<file path="config.mk">
export PLATFORM = sky130hd
export DESIGN_NAME = ingame_round_ctrl
export DESIGN_NICKNAME = d
export VERILOG_FILES = /design/src/rtl/ingame_round_ctrl.sv
export SDC_FILE = /design/constraint.sdc
export NUM_CORES = 1
export LEC_CHECK = 0
export BUFFER_PORTS_ARGS = -buffer_cell sky130_fd_sc_hd__buf_2
export CAP_MARGIN = 40
export CORE_MARGIN = 4
export CORE_UTILIZATION = 63
export DETAILED_ROUTE_END_ITERATION = 16
export PLACE_DENSITY = 0.83
export SLEW_MARGIN = 5
export SYNTH_ARGS = -nofsm -noshare
export SYNTH_HDL_FRONTEND = slang
export SYNTH_SLANG_ARGS = --single-unit
export TNS_END_PERCENT = 50
</file>
<file path="constraint.sdc">
create_clock -name CLOCK_50 -period 5 [get_ports CLOCK_50]
set_clock_uncertainty 0.2 [all_clocks]
set_input_delay 1 -clock CLOCK_50 [delete_from_list [all_inputs] [get_ports CLOCK_50]]
set_output_delay 1 -clock CLOCK_50 [all_outputs]
set_load 0.02 [all_outputs]
</file>
<file path="src/rtl/ingame_round_ctrl.sv">
// Round controller for the tile-matching game: runs the countdown, counts matched pairs,
// and raises gameOver on a win or a timeout until the mode FSM drops ingameOn.
module ingame_round_ctrl #(
  parameter int TICKS_PER_SEC = 50_000_000,
  parameter int ROUND_SECONDS = 60,
  parameter int NUM_PAIRS     = 8
) (
  input  logic       CLOCK_50,
  input  logic       userquit,
  input  logic       ingameOn,
  input  logic       matchPulse,
  output logic       gameOver,
  output logic       win,
  output logic [6:0] secondsLeft,
  output logic [3:0] pairsFound,
  output logic [1:0] roundState
);

  localparam int PRESC_W = (TICKS_PER_SEC > 1) ? $clog2(TICKS_PER_SEC) : 1;
  localparam logic [PRESC_W-1:0] PRESC_LAST = PRESC_W'(TICKS_PER_SEC - 1);
  localparam logic [PRESC_W-1:0] PRESC_ONE  = PRESC_W'(1);
  localparam logic [6:0] SECS_INIT  = 7'(ROUND_SECONDS);
  localparam logic [3:0] PAIRS_WIN  = 4'(NUM_PAIRS);
  localparam logic [3:0] PAIRS_LAST = 4'(NUM_PAIRS - 1);

  typedef enum logic [1:0] {
    IDLE = 2'b00,
    RUN  = 2'b01,
    DONE = 2'b10,
    BAD  = 2'b11
  } roundState_t;

  roundState_t        state;
  logic [PRESC_W-1:0] prescaler;
  logic               tick;
  logic               winHit;
  logic               timeHit;

  // The last second expiring and the last pair arriving are both judged on the same edge.
  assign tick    = (prescaler == PRESC_LAST);
  assign winHit  = matchPulse && (pairsFound == PAIRS_LAST);
  assign timeHit = tick && (secondsLeft == 7'd1);

  always_ff @(posedge CLOCK_50 or posedge userquit) begin
    if (userquit) begin
      state       <= IDLE;
      gameOver    <= 1'b0;
      win         <= 1'b0;
      secondsLeft <= '0;
      pairsFound  <= '0;
      prescaler   <= '0;
    end else begin
      case (state)
        IDLE: begin
          if (ingameOn) begin
            state       <= RUN;
            secondsLeft <= SECS_INIT;
            pairsFound  <= '0;
            prescaler   <= '0;
          end
        end

        RUN: begin
          if (!ingameOn) begin
            // Abort wins over everything else in the same cycle.
            state       <= IDLE;
            gameOver    <= 1'b0;
            win         <= 1'b0;
            secondsLeft <= '0;
            pairsFound  <= '0;
            prescaler   <= '0;
          end else begin
            prescaler <= tick ? '0 : prescaler + PRESC_ONE;
            if (tick && (secondsLeft != 7'd0))
              secondsLeft <= secondsLeft - 7'd1;
            if (matchPulse && (pairsFound != PAIRS_WIN))
              pairsFound <= pairsFound + 4'd1;
            if (winHit || timeHit) begin
              state    <= DONE;
              gameOver <= 1'b1;
              win      <= winHit;
            end
          end
        end

        DONE: begin
          if (!ingameOn) begin
            state       <= IDLE;
            gameOver    <= 1'b0;
            win         <= 1'b0;
            secondsLeft <= '0;
            pairsFound  <= '0;
            prescaler   <= '0;
          end
        end

        default: begin
          state       <= IDLE;
          gameOver    <= 1'b0;
          win         <= 1'b0;
          secondsLeft <= '0;
          pairsFound  <= '0;
          prescaler   <= '0;
        end
      endcase
    end
  end

  assign roundState = state;

endmodule

</file>
==> results.json, run 1 <==
{
  "cts_tree": "built",
  "ys_warn_count": 0,
  "critPathKind": "reg -> reg",
  "vias": 1870,
  "fin_area_um2": 2440,
  "ys.flop_type": "dfrtp_1",
  "clk_latency_ns": 0.35,
  "worst-endpoint-required_ns": 5.01,
  "drive_above_1_share": 0.138,
  "syn_to_final_growth_pct": 7.56,
  "dp_slack_ns": 1.96,
  "cts_buffer_depth": 2,
  "min_period_over_period": 0.597,
  "cts.sinks": 41,
  "grt_pass1_vias": 1731,
  "hold_viol_final": 0,
  "cts_setup_buffers": 0,
  "setup_viol": 0,
  "cp_max_fo": 18,
  "cts_root_buf": "clkbuf_4",
  "grt_first_pass_wirelength_um": 7710,
  "cap_violations": 0,
  "yosysUniqueCellTypes": 51,
  "drtAntennaViolNets": 0,
  "die_w_um": 68.0,
  "netlist_area_um2": 2270,
  "drt_iter0_drc": 170,
  "hold_path_class": "reg -> reg",
  "place_inst": 298,
  "die_area_um2": 4620,
  "gp_congestion": 0.807,
  "syn_inst": 239,
  "slew_viol_final": 0,
  "outcome": "finished clean",
  "initial_utilization": 0.664,
  "worst_slack_ns": 2.02,
  "drc_errors": 0,
  "grt_max_degree": 42,
  "seq_area_frac_synth": 0.453,
  "antenna_found_initial": 0,
  "arrival_ns": 3.00,
  "wirelength_um": 4640,
  "chipHeight_um": 68.0,
  "power_leakage_nw": 1.03,
  "busiest_layer": "met2",
  "place_area_um2": 2390,
  "track_usage": 0.223,
  "overflow": 0,
  "fin_crit_ns": 2.98,
  "fmax_mhz": 335,
  "cts.reportedPaths.clkPinSlew_ns": 0.12,
  "rsz0062_at_grt": "false",
  "htreeDepth": 2,
  "numPortBuffers": 18,
  "ff_latch_area_um2": 1030,
  "gr-usage-met2": 0.363,
  "multi_input_area_um2": 1180,
  "io_pins": 19,
  "grtUsageMet1": 0.289,
  "synth_nets": 248,
  "nFillCells": 281,
  "async_reset_ff_frac": 1.00,
  "p_per_area_nw_per_um2": 231,
  "stdcell_count": 306,
  "end_kind": "register",
  "fp-row-count": 21,
  "post_cts_resized": 0,
  "fin_nets": 268,
  "tns_ns": 0,
  "avgSynthCellArea_um2": 9.49,
  "relSlewSlack": 0.461,
  "crit_path_start_kind": "register",
  "routedWlPerCell_um": 15.1,
  "drt-vias-per-instance": 6.11,
  "worst_slew_pin_slew_ns": 0.807,
  "ys_seq_elements": 41,
  "postCtsHoldBufs": 0,
  "num_antenna_cells": 0,
  "hpwlAfterDp_um": 3280,
  "dr.pass1.iters": 5,
  "numCtsBuffers": 5,
  "fp.coreArea_um2": 3420,
  "synth_edf_count": 0,
  "grt_use_met3": 0.0542,
  "max-vdd-ir-drop_mv": 0.195
}
placed cells by master (no fill, tap or decap), types with 3 or more instances in the layout:
master / synthesis / final
buf_2: 0 / 18
o21a_1: 5 / 5
nand2b_1: 3 / 3
nand4_1: 11 / 11
a21oi_1: 8 / 8
nor3_1: 8 / 8
a22o_1: 3 / 3
clkbuf_4: 0 / 5
nor2_1: 28 / 28
ha_1: 5 / 5
xnor2_1: 6 / 6
nor2b_1: 4 / 4
o21ai_0: 11 / 11
nand3_1: 13 / 13
xor2_1: 14 / 14
inv_1: 6 / 6
dfrtp_1: 41 / 41
o22ai_1: 7 / 7
nand2_1: 20 / 20
mux2i_1: 4 / 4
synthesized netlist by cell type, drive strengths merged (2+ instances only):
library cell	n	area [um2]
clkbuf	4	16.3
nor2b	4	25.0
o21a	5	37.5
a21oi	9	56.3
or4b	2	20.0
or3	2	12.5
nand4	11	68.8
nor4	2	12.5
o22ai	7	43.8
nor3	9	50.1
a2111oi	2	25.0
nand2b	3	18.8
o21ai	12	60.1
mux2i	4	40.0
a31o	2	17.5
nand3	13	65.1
ha	5	62.6
o31ai	2	15.0
xor2	14	123
nor2	28	105
nor3b	2	15.0
nand2	20	75.1
a22o	3	26.3
inv	6	22.5
dfrtp	41	1030
xnor2	6	52.6
and3	2	13.8
buf	3	26.3
critical path, cell delays in order, from the launching register on:
cell and delay, ns:
dfrtp_1 0.44, or4b_1 0.50, or4_1 0.67, or2_0 0.40, a21oi_4 0.47, a21boi_0 0.17
worst paths after layout:
kind	start	endpoint	slack, ns	cells after the start
hold / removal	gameOver	gameOver	0.29	2
max in group asynchronous	userquit	prescaler[11]	3.69	3
setup reg to reg	prescaler[16]	secondsLeft[6]	2.02	5
hold reg to reg	gameOver	gameOver	0.29	2
setup / recovery	prescaler[16]	secondsLeft[6]	2.02	5
min in group asynchronous	userquit	prescaler[0]	0.54	3
through the flow:
step / power (W) / util / hold slack, ns
5_1_grt: 0.000591 / 0.714 / 0.336
3_5_place_dp: 0.000411 / 0.699 / 0.273
2_1_floorplan: 0.000395 / - / 0.286
3_3_place_gp: 0.000409 / 0.699 / 0.267
6_report: 0.000562 / 0.714 / 0.293
4_1_cts: 0.000567 / 0.714 / 0.299
where the power goes:
group	total (W)	switching, W	internal (W)
Combinational	0.0000566	0.0000376	0.0000190
Sequential	0.000347	0.00000999	0.000337
Clock	0.000158	0.000104	0.0000536
per-layer routing:
metal / vias to the layer above / share of wire
li1: 902 / -
met1: 922 / 0.47
met2: 36 / 0.48
met3: 10 / 0.034
met4: 0 / 0.015
met5: - / 0
area by class of cell:
class | count | area share
clock inverter | 2 | 0.00410
inverter | 6 | 0.00924
timing repair buffer | 20 | 0.0431
multi-input combinational | 185 | 0.482
sequential | 41 | 0.421
clock buffer | 6 | 0.0169
tap | 46 | 0.0236
registers in the layout, indices dropped and copies added, names as in the netlist:
signal,count
win,1
secondsLeft,7
roundState,2
pairsFound,4
gameOver,1
prescaler,26
cell families after synthesis:
logic type | after synthesis | share of synthesized area
and+or+nand+nor | 107 | 0.248
adders and majority gates | 5 | 0.0276
xor gates and xnor gates | 20 | 0.0773
DFF | 41 | 0.453
muxes | 4 | 0.0177
buffers and inverters | 13 | 0.0287
AOI/OAI and AO/OA | 49 | 0.148
Power figures use the tool's default switching activity.
==> run 2: changes to the inputs <==
- ABC_AREA: unset -> 1
- CORE_UTILIZATION: 63 -> 60
- PLACE_DENSITY: 0.83 -> 0.8
- clock period: 5 -> 3.1 ns (I/O delays scaled with it)
==> run 2 against run 1 <==
  * Final area grew 13%
  * Clock power up 150%
  * Utilization fell by 3.4 points
  * Synthesized area up 12%
  * Critical endpoint is now prescaler[3]
  * Sequential share of layout area shrank 4.9 points
  * Global-route usage is 0.79 points higher
  * Combinational power increased to 15 times the previous value
  * Sequential power up 100%
==> results.json, run 2 <==
{
  "crit_top_cell": "nor2_2",
  "chipHeight_um": 73.2,
  "hpwlAfterDp_um": 3910,
  "tns_ns": 0,
  "cap_violations": 0,
  "worst-endpoint-required_ns": 3.06,
  "fmax_mhz": 480,
  "fin_nets": 387,
  "p_per_area_nw_per_um2": 703,
  "largestRegisters": "prescaler x26, secondsLeft x7, pairsFound x4",
  "cts_buffer_depth": 2,
  "drc_errors": 0,
  "async_reset_ff_frac": 1.00,
  "die_area_um2": 5350,
  "relSlewSlack": 0.625,
  "htreeDepth": 2,
  "netlist_area_um2": 2550,
  "crit_path_start_kind": "register",
  "cts_setup_buffers": 0,
  "yosys.area.top_type": "dfrtp_1",
  "min_period_over_period": 0.672,
  "die_w_um": 73.2,
  "crit_slowest_cell": "a21oi_2",
  "power_leakage_nw": 1.31,
  "fin_crit_ns": 2.08,
  "io_pins": 19,
  "fp.coreArea_um2": 4060,
  "path_cells": "ha_1, inv_1, nor2_2, nand2_1, nor2_2, nand2_2, a21oi_2, nor2_1",
  "avgSynthCellArea_um2": 7.14,
  "wirelength_um": 5390,
  "syn_inst": 357,
  "synth_nets": 366,
  "cts.reportedPaths.clkPinSlew_ns": 0.08,
  "utilization": 0.680,
  "syn_to_final_growth_pct": 8.30,
  "worst-path-buf-inv": 1,
  "grt_pass1_vias": 2267,
  "critPathTopFamily": "simple AND/OR/NAND/NOR gates",
  "setup_viol": 0,
  "drt_iter0_drc": 114,
  "synth_area_leaders": "dfrtp_1 (40%), nand2_1 (15%), nor2_1 (9.4%)",
  "initial_utilization": 0.628,
  "critPathKind": "reg -> reg",
  "cts.sinks": 41,
  "slew_viol_final": 0,
  "yosysUniqueCellTypes": 28,
  "cts_root_buf": "clkbuf_8",
  "grt_max_degree": 42,
  "seq_area_frac_synth": 0.403,
  "vias": 2270,
  "ys_seq_elements": 41,
  "outcome": "finished clean",
  "post_cts_resized": 0,
  "routedWlPerCell_um": 12.6,
  "fp-row-count": 23,
  "max-vdd-ir-drop_mv": 0.601,
  "end_kind": "register",
  "postCtsHoldBufs": 0,
  "hold_path_class": "in -> async",
  "stdcell_count": 429,
  "post-synth-top-count-cell": "nand2_1",
  "drtAntennaViolNets": 0,
  "overflow": 0,
  "hold_viol_final": 0,
  "drive_above_1_share": 0.135,
  "ys_warn_count": 0,
  "largest_reg_flops": 26,
  "cpPeakStageDelay_ns": 0.49,
  "num_antenna_cells": 0,
  "synth_commonest_cells": "nand2_1 (102), nor2_1 (64), dfrtp_1 (41)",
  "ys.flop_type": "dfrtp_1",
  "dr.pass1.iters": 4,
  "worst_slew_pin_slew_ns": 0.563,
  "arrival_ns": 2.04,
  "clk_latency_ns": 0.30,
  "cts_tree": "built",
  "rsz0062_at_grt": "false",
  "track_usage": 0.231,
  "place_inst": 421,
  "numCtsBuffers": 5,
  "antenna_found_initial": 0,
  "top_register": "prescaler",
  "cp_max_fo": 12,
  "final_cell_mix": "nand2_1 (102), nor2_1 (64), dfrtp_1 (41), inv_1 (38), nand3_1 (29)",
  "drt-vias-per-instance": 5.29,
  "synth_top_area_frac": 0.403,
  "gp_congestion": 0.826,
  "numPortBuffers": 18,
  "layout_commonest_cell": "nand2_1",
  "synth_edf_count": 0,
  "grt_first_pass_wirelength_um": 9640
}
==> run 2: logic make-up after synthesis <==
group           synth area share
fa+ha+maj                 0.0246
simple gates               0.420
buf+inv                   0.0815
xor+xnor                  0.0344
compound gates            0.0368
flops                      0.403
==> run 2: cell type report <==
type | instances | area, um2
inverter | 42 | 158
fill | 349 | 1300
tap | 50 | 62.6
timing repair buffer | 19 | 97.6
clock buffer | 7 | 96.3
multi-input combinational | 269 | 1310
sequential | 41 | 1030
clock inverter | 1 | 5.00
==> run 2: routing by layer <==
layer,up-vias,share of wire,GRT usage
li1,1168,-,-
met1,1061,0.46,0.281
met2,29,0.49,0.392
met3,12,0.029,0.0441
met4,0,0.021,0.107
met5,-,0,0
==> run 2: final timing paths <==
kind	start	to	slack [ns]	cells after the start
setup / recovery	prescaler[0]	prescaler[3]	1.02	8
hold / removal	userquit	prescaler[21]	0.23	3
setup reg to reg	prescaler[0]	prescaler[3]	1.02	8
hold reg to reg	gameOver	gameOver	0.28	2
max in group asynchronous	userquit	prescaler[22]	2.09	3
min in group CLOCK_50	gameOver	gameOver	0.28	2
==> run 2: power by group <==
group / leakage [nW] / total [W] / switching [W] / internal, W
registers: 0.557 / 0.000710 / 0.0000958 / 0.000614
clock network: 0.0542 / 0.000391 / 0.000190 / 0.000201
logic: 0.701 / 0.000839 / 0.000586 / 0.000253
total: 1.31 / 0.00194 / 0.000871 / 0.00107
==> run 2: tightest hold or removal path, stage by stage <==
cell and delay [ns]:
buf_2 0.10, inv_1 0.04, buf_4 0.43
==> run 2: metrics by stage <==
step                setup slack [ns]  hold WS [ns]  total power (W)  area (um2)
detailed placement              1.00         0.264          0.00155        2660
finish                          1.02         0.234          0.00194        2760
global route                   0.799         0.285          0.00210        2760
global placement                1.06         0.258          0.00153        2660
CTS                             1.01         0.255          0.00196        2760
floorplan                       1.33         0.275          0.00140        2550
